$ cat src/rtl/sa_tile_sequencer.sv
// Tile-pass sequencer for an HPE x VPE systolic array: clear, stream k_len
// operand vectors from the A/B RAMs, drain the skew with zero operands, capture Y.
module sa_tile_sequencer #(
  parameter int HPE       = 8,
  parameter int VPE       = 8,
  parameter int AW        = 14,
  parameter int FLUSH_CYC = HPE + VPE - 1
) (
  input  logic          CLK,
  input  logic          RST,
  input  logic          start,
  input  logic          abort,
  input  logic [AW-1:0] k_len,
  input  logic [AW-1:0] base_a,
  input  logic [AW-1:0] base_b,
  output logic          a_rd,
  output logic          b_rd,
  output logic [AW-1:0] a_addr,
  output logic [AW-1:0] b_addr,
  output logic          sa_clr,
  output logic          sa_en,
  output logic          zero_fill,
  output logic          y_valid,
  output logic          busy,
  output logic          done,
  output logic          err
);

  typedef enum logic [2:0] {
    IDLE,
    CLEAR,
    FEED,
    FLUSH,
    OUT,
    DONE
  } state_t;

  localparam logic [AW-1:0] ONE        = AW'(1);
  localparam logic [AW-1:0] FLUSH_LAST = AW'(FLUSH_CYC - 1);

  state_t        state, state_d;
  logic [AW-1:0] cnt, cnt_d;
  logic [AW-1:0] klen_q, base_a_q, base_b_q;
  logic          accept;

  logic          a_rd_d, b_rd_d, sa_clr_d, sa_en_d, zero_fill_d;
  logic          y_valid_d, busy_d, done_d, err_d;
  logic [AW-1:0] a_addr_d, b_addr_d;

  assign accept = (state == IDLE) && start && (k_len != '0);

  // State, counter and latched pass parameters
  always_ff @(posedge CLK or posedge RST) begin
    if (RST) begin
      state    <= IDLE;
      cnt      <= '0;
      klen_q   <= '0;
      base_a_q <= '0;
      base_b_q <= '0;
    end else begin
      state <= state_d;
      cnt   <= cnt_d;
      if (accept) begin
        klen_q   <= k_len;
        base_a_q <= base_a;
        base_b_q <= base_b;
      end
    end
  end

  // Next state; klen_q is never 0 once latched, so klen_q-1 cannot underflow
  // and cnt never needs to reach 2^AW.
  always_comb begin
    state_d = state;
    cnt_d   = cnt;
    unique case (state)
      IDLE:  if (accept) state_d = CLEAR;
      CLEAR: begin
        state_d = FEED;
        cnt_d   = '0;
      end
      FEED: begin
        if (cnt == klen_q - ONE) begin
          state_d = FLUSH;
          cnt_d   = '0;
        end else begin
          cnt_d = cnt + ONE;
        end
      end
      FLUSH: begin
        if (cnt == FLUSH_LAST) begin
          state_d = OUT;
          cnt_d   = '0;
        end else begin
          cnt_d = cnt + ONE;
        end
      end
      OUT:     state_d = DONE;
      DONE:    state_d = IDLE;
      default: state_d = IDLE;
    endcase
    if (abort && (state != IDLE)) begin
      state_d = IDLE;
      cnt_d   = '0;
    end
  end

  // Outputs are registered, so decode the state being entered; sa_en and
  // zero_fill instead decode the current state to lag issue by one cycle.
  always_comb begin
    a_rd_d      = (state_d == FEED);
    b_rd_d      = (state_d == FEED);
    a_addr_d    = (state_d == FEED) ? base_a_q + cnt_d : '0;
    b_addr_d    = (state_d == FEED) ? base_b_q + cnt_d : '0;
    sa_clr_d    = (state_d == CLEAR);
    sa_en_d     = ((state == FEED) || (state == FLUSH)) && !abort;
    zero_fill_d = (state == FLUSH) && !abort;
    y_valid_d   = (state_d == DONE);
    done_d      = (state_d == DONE);
    busy_d      = (state_d != IDLE);
    err_d       = (state == IDLE) && start && (k_len == '0);
  end

  always_ff @(posedge CLK or posedge RST) begin
    if (RST) begin
      a_rd      <= 1'b0;
      b_rd      <= 1'b0;
      a_addr    <= '0;
      b_addr    <= '0;
      sa_clr    <= 1'b0;
      sa_en     <= 1'b0;
      zero_fill <= 1'b0;
      y_valid   <= 1'b0;
      busy      <= 1'b0;
      done      <= 1'b0;
      err       <= 1'b0;
    end else begin
      a_rd      <= a_rd_d;
      b_rd      <= b_rd_d;
      a_addr    <= a_addr_d;
      b_addr    <= b_addr_d;
      sa_clr    <= sa_clr_d;
      sa_en     <= sa_en_d;
      zero_fill <= zero_fill_d;
      y_valid   <= y_valid_d;
      busy      <= busy_d;
      done      <= done_d;
      err       <= err_d;
    end
  end

endmodule

$ cat config.mk
export PLATFORM = sky130hd
export DESIGN_NAME = sa_tile_sequencer
export DESIGN_NICKNAME = d
export VERILOG_FILES = /design/src/rtl/sa_tile_sequencer.sv
export SDC_FILE = /design/constraint.sdc
export NUM_CORES = 1
export LEC_CHECK = 0
export CAP_MARGIN = 15
export CORE_MARGIN = 2
export CORE_UTILIZATION = 45
export CTS_CLUSTER_DIAMETER = 100
export DETAILED_ROUTE_END_ITERATION = 16
export GPL_TIMING_DRIVEN = 0
export PLACE_DENSITY = 0.72
export SLEW_MARGIN = 20
export SYNTH_ARGS = -nofsm -noshare
export SYNTH_HDL_FRONTEND = slang
export SYNTH_SLANG_ARGS = --single-unit
$ cat constraint.sdc
create_clock -name CLK -period 4.2 [get_ports CLK]
set_input_delay 0.63 -clock CLK [delete_from_list [all_inputs] [get_ports CLK]]
set_output_delay 0.63 -clock CLK [all_outputs]
set_load 0.02 [all_outputs]
Word-level counts from Yosys, hierarchy flattened
Cells that the tools add are included.
W data, S select, Z words.
{"block": "totals", "regBits": 94, "latchBits": 0, "mem_bits_rw": 0, "romBits": 0, "inputBits": 46, "wordCells": 51, "memories": 0}
{"block": "op_classes", "addsub": 4, "multipliers": 0, "n_div": 0, "n_lt_le_gt_ge": 0, "eq_ne": 9, "shifts": 0, "muxes": 11, "n_bitwise": 0, "n_reduce_logical": 13}
{"cell": "$mux W14", "n": 5}
{"cell": "$pmux W14 S3", "n": 1}
{"cell": "$add A14 B14 Y14", "n": 2}
{"cell": "$pmux W3 S5", "n": 1}
{"cell": "$add A14 B1 Y14 const B", "n": 1}
{"cell": "$eq A14 B14 Y1", "n": 1}
{"cell": "$eq A14 B4 Y1 const B", "n": 1}
{"cell": "$logic_not A14 Y1", "n": 1}
{"cell": "$reduce_bool A14 Y1", "n": 1}
{"cell": "$sub A14 B1 Y14 const B", "n": 1}
{"cell": "$mux W3", "n": 4}
{"cell": "$eq A3 B2 Y1 const B", "n": 3}
{"cell": "$eq A3 B1 Y1 const B", "n": 2}
{"cell": "$eq A3 B3 Y1 const B", "n": 2}
{"cell": "$logic_and A1 B1 Y1", "n": 6}
{"cell": "$reduce_bool A3 Y1", "n": 2}
{"cell": "$logic_not A3 Y1", "n": 1}
{"cell": "$logic_not A1 Y1", "n": 1}
{"cell": "$logic_or A1 B1 Y1", "n": 1}

Longest topological paths before layout
Gate-level depths: netlist (run 1).
{"block": "logic_depth", "depth_word": 8, "depth_mapped": 22, "ltp_nobuf": 21}

Least setup slack after synthesis (run 1)
No wires, ideal clock.
{"block": "synth_path", "path_type": "register to register", "from": "register klen_q[0]", "to": "register a_addr[13]", "t_arrival_ns": 4.302, "required_time_ns": 4.073, "path_slack_ns": -0.228, "stages_incl_launch_ff": 21, "n_path_buf": 1, "path_cell_list": "dfrtp_1 > inv_1 > ha_1 > clkbuf_1 > nor2b_1 > or3_1 > a31oi_1 > nand4_1 > and4b_4 > nor3_1 > nor3_2 > a211oi_1 > ha_1 > a21o_1 > a21o_1 > a2111oi_0 > o31ai_1 > o41ai_1 > o21a_1 > nand3b_1 > mux2i_1"}
{"block": "synth_between", "elab_chain_cells": 7}
{"element": "from (decl)", "line_no": "43", "source": "logic [AW-1:0] klen_q, base_a_q, base_b_q;"}
{"element": "from (signal assigned)", "line_no": "64", "source": "klen_q <= k_len;"}
{"element": "$sub A14 B1 Y14", "line_no": "83", "source": "if (cnt == klen_q - ONE) begin"}
{"element": "$eq A14 B14 Y1", "line_no": "83"}
{"element": "$mux W14", "line_no": "83"}
{"element": "$pmux W14 S3", "line_no": "76", "source": "unique case (state)"}
{"element": "$mux W14", "line_no": "102", "source": "if (abort && (state != IDLE)) begin"}
{"element": "named net cnt_d[1]", "line_no": "42", "source": "logic [AW-1:0] cnt, cnt_d;"}
{"element": "$add A14 B14 Y14", "line_no": "113", "source": "a_addr_d = (state_d == FEED) ? base_a_q + cnt_d : '0;"}
{"element": "$mux W14", "line_no": "113"}
{"element": "named net a_addr_d[13]", "line_no": "48", "source": "logic [AW-1:0] a_addr_d, b_addr_d;"}
{"element": "to (signal assigned)", "line_no": "140", "source": "a_addr <= a_addr_d;"}
{"element": "to (decl)", "line_no": "18", "source": "output logic [AW-1:0] a_addr,"}
The timed path passes the listed nets, and every way through them passes these cells.
A chain may end at the register's enable or synchronous reset.

Worst setup path in the final report (run 1)
{"block": "layout_path", "from": "register klen_q[3]", "to": "register a_addr[13]"}
The elaborated chain is that of the path after synthesis.

==> flow_metrics.env, run 1 <==
export IMPL_critical_path_endpoint="a_addr[13]"
export IMPL_async_flop_share_pct=100.0
export IMPL_gp_congestion=0.9340
export IMPL_post_route_period_util_pct=103.3
export IMPL_vdd_drop_max_mv=0.4195
export IMPL_crit_fanout=5
export IMPL_antenna_found_initial=0
export IMPL_totalWireLength_um=13840
export IMPL_hpwl_um=9682
export IMPL_r2r_start="klen_q[3]"
export IMPL_first_global_vias=4643
export IMPL_rrSetupSlack_ns=-0.14
export IMPL_cp_arrival_ns=4.60
export IMPL_numCtsBuffers=9
export IMPL_final_common_cell="nand2_1"
export IMPL_violations="setup timing"
export IMPL_coreArea_um2=11320
export IMPL_hp_class="reg -> reg"
export IMPL_layout_cells_non_filler=846
export IMPL_design_die_area_um2=12370
export IMPL_fmax_mhz=230.6
export IMPL_fill_cells=926
export IMPL_grt_pass1_wl_um=21950
export IMPL_synth_seq_cells=94
export IMPL_grt_use_total_pct=22.13
export IMPL_port_buffers=81
export IMPL_area_growth_pct=37.31
export IMPL_cp_end_kind="register"
export IMPL_worst_skew_pair_late_latency_ns=0.35
export IMPL_startpoint="klen_q[3]"
export IMPL_power_density_nw_per_um2=647.7
export IMPL_cts_tree="done"
export IMPL_rsz0062_at_grt="true"
export IMPL_clockRootBuffer="clkbuf_16"
export IMPL_final_cell_mix="nand2_1, dfrtp_1, clkdlybuf4s50_1, nor2_1, buf_4"
export IMPL_leakagePower_nw=3.236
export IMPL_dieHeight_um=111.2
export IMPL_finalSetupViolations=3
export IMPL_wire_per_inst_um=16.36
export IMPL_cp_start_kind="register"
export IMPL_core_rowCount=39
export IMPL_synth_warnings=0
export IMPL_fin_worst_skew_ns=0.006431
export IMPL_hold_violations=0
export IMPL_avgSynthCellArea_um2=8.984
export IMPL_pin_count=83
export IMPL_status="finished, violations left"
export IMPL_syn_inst=576
export IMPL_drv_slew=0
export IMPL_numClockSinks=94
export IMPL_clk_pin_slew_worst_paths_ns=0.07
export IMPL_drive_above_1_share_pct=17.50
export IMPL_drv_cap=0
export IMPL_synth_area_um2=5175
export IMPL_slew_headroom_pct=45.36
export IMPL_tightestPinTransition_ns=0.8133
export IMPL_fin_nets=775
export IMPL_diodes=0
export IMPL_initial_core_util_pct=45.71
export IMPL_clock_path_buffers=2
export IMPL_num_vias=4568
export IMPL_crit_required_ns=4.47
export IMPL_post_route_drc_count=0
export IMPL_grt_max_degree=52
export IMPL_postCtsHoldBufs=0
export IMPL_critPathKind="reg -> reg"
export IMPL_die_w_um=111.2
export IMPL_via_per_inst=5.400
export IMPL_synth_edff_count=0
export IMPL_reg2reg_to="a_addr[13]"
export IMPL_r2r_cells=17
export IMPL_synth_nets=653
export IMPL_finalWorstSetupSlack_ns=-0.1366
export IMPL_post_route_min_period_ns=4.337
export IMPL_htree_levels=3
export IMPL_ys_types=60
export IMPL_power_mw=4.602
export IMPL_ant_nets=0
export IMPL_overflow=0
export IMPL_yosysSeqAreaShare_pct=45.45
export IMPL_synthFlopType="dfrtp_1"
export IMPL_placed_cells=801
export IMPL_whs_ns=0.4883
export IMPL_drt_pass1_iter_count=4
export IMPL_drt_iter0_markers=244
[per-layer routing]
| metal | vias to the layer above | global-route usage, % | share of wire, % |
|---|---|---|---|
| li1 | 2191 | - | - |
| met1 | 2210 | 27.91 | 44 |
| met2 | 136 | 37.07 | 49 |
| met3 | 31 | 3.773 | 4.5 |
| met4 | 0 | 10.45 | 3.0 |
| met5 | - | 0 | 0 |
[cells in the mapped netlist (all sizes together), types with 2 or more instances]
master | n | share of area, %
a211o | 2 | 0.34
a211oi | 6 | 0.97
a21boi | 4 | 0.58
a21o | 7 | 1.0
a21oi | 15 | 1.5
a31oi | 5 | 0.60
a32o | 2 | 0.39
and2 | 7 | 0.85
and3 | 4 | 0.48
buf | 8 | 0.85
clkbuf | 12 | 0.87
dfrtp | 94 | 45
fa | 2 | 0.77
ha | 29 | 7.0
inv | 19 | 1.4
nand2 | 135 | 9.8
nand2b | 6 | 0.73
nand3 | 13 | 1.3
nand4 | 7 | 0.85
nor2 | 59 | 4.3
nor2b | 7 | 0.85
nor3 | 22 | 2.2
nor3b | 2 | 0.29
nor4 | 9 | 1.2
o21a | 4 | 0.73
o21ai | 20 | 2.0
o21bai | 2 | 0.29
o31a | 2 | 0.34
o31ai | 2 | 0.29
or3 | 6 | 0.73
xnor2 | 22 | 3.7
xor2 | 23 | 3.9
[report_power, final]
group	total [mW]	switching (mW)	internal, mW
combinational	2.30	1.22	1.08
clock	0.839	0.346	0.494
sequential	1.46	0.253	1.21
total	4.60	1.82	2.79
[critical path, stage by stage, from the launching register on]
cell and delay, ns:
dfrtp_2 0.42, or3_1 0.38, or3_4 0.39, a211oi_2 0.18
nand4_1 0.11, and4b_4 0.37, nor3_4 0.05, nor3_4 0.31
a211oi_2 0.12, ha_1 0.29, a21o_1 0.18, a21o_1 0.20
a2111oi_4 0.33, o31ai_2 0.12, o41ai_2 0.30, o21a_1 0.23
nand3_1 0.10, mux2i_1 0.17
[timing repair]
item	in CTS	in global routing
gates cloned	0	0
setup endpoints to repair	16	13
pin swaps	33	47
buffers inserted	17	14
resized for setup	38	54
[worst min-delay path by stage]
stage / from / end / slack, ns / cells after the start
final: base_b_q[11] / base_b_q[11] / 0.49 / 2
after global routing: base_a_q[12] / base_a_q[12] / 0.51 / 2
after CTS: base_b_q[4] / base_b_q[4] / 0.49 / 2
after detailed placement: base_b_q[4] / base_b_q[4] / 0.47 / 2
after global placement: base_b_q[12] / base_b_q[12] / 0.47 / 2
after floorplan: base_b_q[13] / base_b_q[13] / 0.45 / 2
[logic make-up (layout without fill, tap and decap cells)]
logic type,Yosys count,after routing,share of synthesized area (%)
compound gates,79,79,10.35
xor+xnor,46,46,8.051
fa+ha+maj,31,31,7.785
buf+inv,39,166,3.095
flops,94,94,45.45
mux,1,1,0.1934
simple gates,286,286,25.07
[through the flow]
| step | worst slack [ns] | setup TNS [ns] | utilization, % | area (um^2) |
|---|---|---|---|---|
| 5_1_grt | -0.2771 | -1.265 | 62.77 | 7106 |
| 3_3_place_gp | -0.6179 | -22.33 | 54.64 | 6186 |
| 3_5_place_dp | -0.7615 | -7.512 | 54.91 | 6216 |
| 6_report | -0.1366 | -0.2782 | 62.77 | 7106 |
| 2_1_floorplan | -0.001008 | -0.001008 | - | 5196 |
| 4_1_cts | -0.1233 | -0.5430 | 59.78 | 6768 |
[state kept, by name, indices dropped and copies added, names as in the netlist, 3 cells and up]
| signal | flops |
|---|---|
| cnt | 14 |
| base_a_q | 14 |
| klen_q | 14 |
| state | 3 |
| a_addr | 14 |
| base_b_q | 14 |
| b_addr | 14 |
[layout make-up]
| type | instances | area, um^2 | area share, % |
|---|---|---|---|
| multi-input combinational | 443 | 3018 | 42.47 |
| sequential | 94 | 2357 | 33.17 |
| timing repair buffer | 112 | 1084 | 15.25 |
| clock buffer | 13 | 260.3 | 3.663 |
| tap | 143 | 178.9 | 2.518 |
| buffer | 19 | 88.84 | 1.250 |
| inverter | 19 | 76.32 | 1.074 |
| clock inverter | 3 | 42.54 | 0.5987 |
Power figures use the tool's default switching activity.
==> run 2: changes to the inputs <==
Settings changed: PLACE_DENSITY 0.72 to 0.69.
Clock period 4.2 ns to 4.9 ns, I/O delays scaled along.
==> flow_metrics.env, run 2 (synthesis results as in run 1) <==
export IMPL_antenna_found_initial=0
export IMPL_die_w_um=111.2
export IMPL_fin_worst_skew_ns=0.006646
export IMPL_drv_slew=0
export IMPL_power_switching_mw=1.426
export IMPL_htree_levels=3
export IMPL_post_route_period_util_pct=95.80
export IMPL_placed_area_um2=6197
export IMPL_final_cell_mix="nand2_1, dfrtp_1, clkdlybuf4s50_1, nor2_1, ha_1"
export IMPL_p_seq_share_pct=34.9
export IMPL_grt_max_degree=67
export IMPL_clockRootBuffer="clkbuf_16"
export IMPL_cp_slowest_cell="dfrtp_2"
export IMPL_grt_use_total_pct=22.28
export IMPL_ant_nets=0
export IMPL_power_density_nw_per_um2=542.2
export IMPL_stdcell_area_um2=6638
export IMPL_worst_skew_pair_late_latency_ns=0.35
export IMPL_overflow=0
export IMPL_pre_cts_slack_ns=-0.5420
export IMPL_layout_cells_non_filler=821
export IMPL_post_route_min_period_ns=4.694
export IMPL_num_vias=4390
export IMPL_design_die_area_um2=12370
export IMPL_cp_arrival_ns=4.92
export IMPL_path_cells="inv_1, ha_4, nor2b_1, or3_1, a31oi_2, nand4_1, and4b_4, nor3_1, nor3_2, buf_4, buf_4, nor2_1, ha_1, a21o_1, a2111oi_4, o31ai_2, o41ai_2, o21a_1, nand3b_1, mux2i_1"
export IMPL_gp_congestion=0.9188
export IMPL_crit_fanout=10
export IMPL_clockPowerShare_pct=19.2
export IMPL_diodes=0
export IMPL_switching_share_pct=39.63
export IMPL_p_comb_share_pct=45.8
export IMPL_coreArea_um2=11320
export IMPL_port_buffers=81
export IMPL_tightestPinTransition_ns=0.7311
export IMPL_hp_class="reg -> reg"
export IMPL_crit_path_max_incr_delay_ns=0.44
export IMPL_numCtsBuffers=9
export IMPL_numClockSinks=94
export IMPL_vdd_drop_max_mv=0.2452
export IMPL_fill_cells=1031
export IMPL_cp_start_kind="register"
export IMPL_via_per_inst=5.347
export IMPL_drt_iter0_markers=179
export IMPL_worst_path_most_repeated_cell="buf_4"
export IMPL_drive_above_1_share_pct=8.112
export IMPL_finalSetupViolations=0
export IMPL_fin_nets=751
export IMPL_whs_ns=0.4811
export IMPL_cts_tree="done"
export IMPL_fin_setup_tns_ns=0
export IMPL_area_growth_pct=28.26
export IMPL_clock_path_buffers=2
export IMPL_power_mw=3.599
export IMPL_wire_per_inst_um=16.19
export IMPL_initial_core_util_pct=45.71
export IMPL_critPathKind="reg -> reg"
export IMPL_clk_pin_slew_worst_paths_ns=0.07
export IMPL_placed_cells=801
export IMPL_slew_headroom_pct=50.89
export IMPL_status="completed"
export IMPL_hpwl_um=9609
export IMPL_drt_pass1_iter_count=4
export IMPL_drv_cap=0
export IMPL_cp_end_kind="register"
export IMPL_leakagePower_nw=3.098
export IMPL_crit_required_ns=5.13
export IMPL_power_internal_mw=2.173
export IMPL_first_global_vias=4473
export IMPL_core_rowCount=39
export IMPL_finalWorstSetupSlack_ns=0.2057
export IMPL_grt_pass1_wl_um=21920
export IMPL_hold_violations=0
export IMPL_post_route_drc_count=0
export IMPL_fmax_mhz=213.0
export IMPL_postCtsHoldBufs=0
export IMPL_totalWireLength_um=13300
export IMPL_dieHeight_um=111.2
export IMPL_fin_util_pct=58.63
export IMPL_pin_count=83
export IMPL_final_common_cell="nand2_1"
-- run 2: cell types whose count changed in the layout (fill, tap and decap cells not counted), sizes merged --
cell and delta:
buf -24, clkinvlp -1, clkbuf +1, clkinv -1
-- run 2: final timing paths --
kind / from / to / slack, ns / depth (start not counted)
worst min-delay path: base_b_q[6] / base_b_q[6] / 0.48 / 2
worst max register to register: klen_q[0] / a_addr[13] / 0.21 / 20
worst min register to register: base_b_q[6] / base_b_q[6] / 0.48 / 2
max in group asynchronous: RST / klen_q[0] / 3.55 / 3
worst max-delay path: klen_q[0] / a_addr[13] / 0.21 / 20
min in group asynchronous: RST / base_b_q[5] / 0.72 / 2
-- run 2: cell type report --
class,instances,area [um^2],area share (%)
clock inverter,1,30.03,0.4524
clock buffer,14,254.0,3.827
buffer,19,85.08,1.282
multi-input combinational,443,2773,41.77
timing repair buffer,88,883.3,13.31
tap,143,178.9,2.696
inverter,19,76.32,1.150
sequential,94,2357,35.51
-- run 2: layer usage --
metal / share of wire [%] / wire length, um / vias to the layer above / global-route usage (%)
met3: 3.5 / 468 / 32 / 4.101
li1: - / - / 2146 / -
met2: 48 / 6426 / 99 / 36.22
met5: 0 / 0 / - / 0
met1: 45 / 5982 / 2113 / 29.09
met4: 3.1 / 418 / 0 / 10.04
-- run 2: power groups by stage --
stage / sequential, mW / combinational (mW) / clock, mW
2_1_floorplan: 1.28 / 1.01 / 0
3_3_place_gp: 1.25 / 1.48 / 0
3_5_place_dp: 1.25 / 1.53 / 0
4_1_cts: 1.25 / 1.56 / 0.705
5_1_grt: 1.29 / 1.83 / 0.739
6_report: 1.26 / 1.65 / 0.692
-- run 2: timing repair --
action | CTS | global route
buffers inserted | 0 | 6
pin swaps | 0 | 9
cloned | 0 | 0
endpoints found under the setup margin | 8 | 11
resized for setup | 7 | 23
-- run 2: critical path: cells and delay by family, from the launching register on --
family / cells / cell delay, ns
AOI/OAI and AO/OA: 6 / 1.61
and+or+nand+nor: 8 / 1.41
adders and majority gates: 2 / 0.56
buffers and inverters: 3 / 0.48
DFF: 1 / 0.44
muxes: 1 / 0.07
==> run 3: changes to the inputs <==
Settings changed: CORE_UTILIZATION 45 to 54, PLACE_DENSITY 0.69 to 0.8.
==> flow_metrics.env, run 3 (synthesis results as in run 1) <==
export IMPL_status="completed"
export IMPL_first_global_vias=4432
export IMPL_cp_start_kind="register"
export IMPL_crit_fanout=10
export IMPL_r2r_start="klen_q[8]"
export IMPL_num_vias=4385
export IMPL_initial_core_util_pct=55.74
export IMPL_post_route_drc_count=0
export IMPL_gp_congestion=0.9494
export IMPL_die_w_um=101.9
export IMPL_design_die_area_um2=10380
export IMPL_drive_above_1_share_pct=6.380
export IMPL_fmax_mhz=214.6
export IMPL_post_route_min_period_ns=4.661
export IMPL_antenna_found_initial=0
export IMPL_critPathKind="reg -> reg"
export IMPL_clock_path_buffers=2
export IMPL_fin_worst_skew_ns=0.01498
export IMPL_core_rowCount=35
export IMPL_min_from="base_b_q[9]"
export IMPL_drt_iter0_markers=263
export IMPL_cp_arrival_ns=4.94
export IMPL_ant_nets=0
export IMPL_grt_use_total_pct=25.68
export IMPL_port_buffers=81
export IMPL_postCtsHoldBufs=0
export IMPL_fin_util_pct=69.46
export IMPL_numClockSinks=94
export IMPL_drv_slew=0
export IMPL_totalWireLength_um=12550
export IMPL_slew_headroom_pct=51.69
export IMPL_finalSetupViolations=0
export IMPL_via_per_inst=5.461
export IMPL_tightestPinTransition_ns=0.7191
export IMPL_rrSetupSlack_ns=0.24
export IMPL_r2r_cells=19
export IMPL_leakagePower_nw=3.035
export IMPL_diodes=0
export IMPL_crit_required_ns=5.18
export IMPL_dieHeight_um=101.9
export IMPL_pin_count=83
export IMPL_hpwl_um=9454
export IMPL_final_common_cell="nand2_1"
export IMPL_hp_class="reg -> reg"
export IMPL_numCtsBuffers=9
export IMPL_whs_ns=0.4870
export IMPL_area_growth_pct=24.61
export IMPL_reg2reg_to="b_addr[13]"
export IMPL_rsz0062_at_grt="false"
export IMPL_overflow=0
export IMPL_final_cell_mix="nand2_1, dfrtp_1, clkdlybuf4s50_1, nor2_1, ha_1"
export IMPL_drt_pass1_iter_count=4
export IMPL_power_density_nw_per_um2=515.8
export IMPL_worst_skew_pair_late_latency_ns=0.35
export IMPL_grt_max_degree=51
export IMPL_clk_pin_slew_worst_paths_ns=0.09
export IMPL_vdd_drop_max_mv=0.3466
export IMPL_clockRootBuffer="clkbuf_8"
export IMPL_cp_end_kind="register"
export IMPL_post_route_period_util_pct=95.12
export IMPL_cts_tree="done"
export IMPL_coreArea_um2=9284
export IMPL_htree_levels=3
export IMPL_drv_cap=0
export IMPL_hold_depth=2
export IMPL_grt_pass1_wl_um=20690
export IMPL_min_to="base_b_q[9]"
export IMPL_wire_per_inst_um=15.63
export IMPL_hold_violations=0
export IMPL_fin_nets=747
==> run 3: cell types whose count changed in the layout (fill, tap and decap cells not counted), moves of 2 or more <==
cell / before / now
dfrtp_1: 90 / 92
nor3_1: 18 / 21
clkbuf_1: 15 / 11
clkbuf_16: 9 / 0
clkinv_4: 0 / 2
clkbuf_8: 1 / 12
buf_4: 9 / 5
dfrtp_2: 4 / 2
nor3_2: 4 / 1
==> run 3: how the worst max path moves through the flow <==
stage	from	endpoint	slack [ns]	cells past startpoint
after floorplan	klen_q[0]	a_addr[13]	0.47	20
after global placement	klen_q[0]	a_addr[13]	-0.38	20
after detailed placement	klen_q[0]	a_addr[13]	-0.47	20
after CTS	klen_q[2]	a_addr[12]	0.12	19
after global routing	klen_q[0]	a_addr[13]	0.0003	20
final	klen_q[8]	b_addr[13]	0.24	19
==> run 3: report_power, final <==
part	total, mW	switching (mW)	internal [mW]
logic	1.58	0.882	0.701
registers	1.24	0.211	1.03
clock network	0.500	0.272	0.228
==> run 3: through the flow <==
step	setup slack, ns	std cells	instance area, um^2	TNS, ns	power (mW)
after detailed placement	-0.4735	787	6180	-0.9768	2.768
after floorplan	0.4716	576	5175	0	2.287
after global placement	-0.3761	786	6147	-0.4935	2.705
after CTS	0.1215	801	6384	0	3.284
final	0.2393	803	6449	0	3.326
after global routing	0.0002784	803	6449	0	3.585
==> run 3: metal layers <==
metal	routed length (um)	up-vias	track usage (%)
li1	-	2137	-
met1	5546	2102	34.57
met2	6124	120	42.71
met3	607	26	4.104
met4	269	0	8.615
met5	0	-	0
==> run 3: layout make-up <==
class                      count  area [um^2]
clock inverter                 3        26.28
sequential                    94         2355
multi-input combinational    443         2726
buffer                        19        85.08
clock buffer                  12        165.2
inverter                      19        76.32
tap                          129        161.4
fill                         763         2835
timing repair buffer          84        853.3
==> run 3: worst max-delay path: stages (launching register included) <==
cell      delay (ns)
dfrtp_1         0.48
or4_1           0.61
nor3_1          0.18
nand3_1         0.11
nand4_1         0.10
and4b_4         0.23
nor3_1          0.19
nor3_2          0.07
buf_4           0.18
buf_4           0.17
nor2_1          0.33
ha_1            0.36
a21o_1          0.17
a21o_1          0.19
a21oi_2         0.21
nor2_1          0.08
a2111o_1        0.40
a21oi_1         0.17
xnor3_1         0.23
nor2_1          0.12
==> run 3: what timing repair did <==
action | in CTS | in global routing
pin swaps | 0 | 3
setup buffers | 0 | 2
gates resized for setup | 4 | 13
endpoints found under the setup margin | 6 | 8
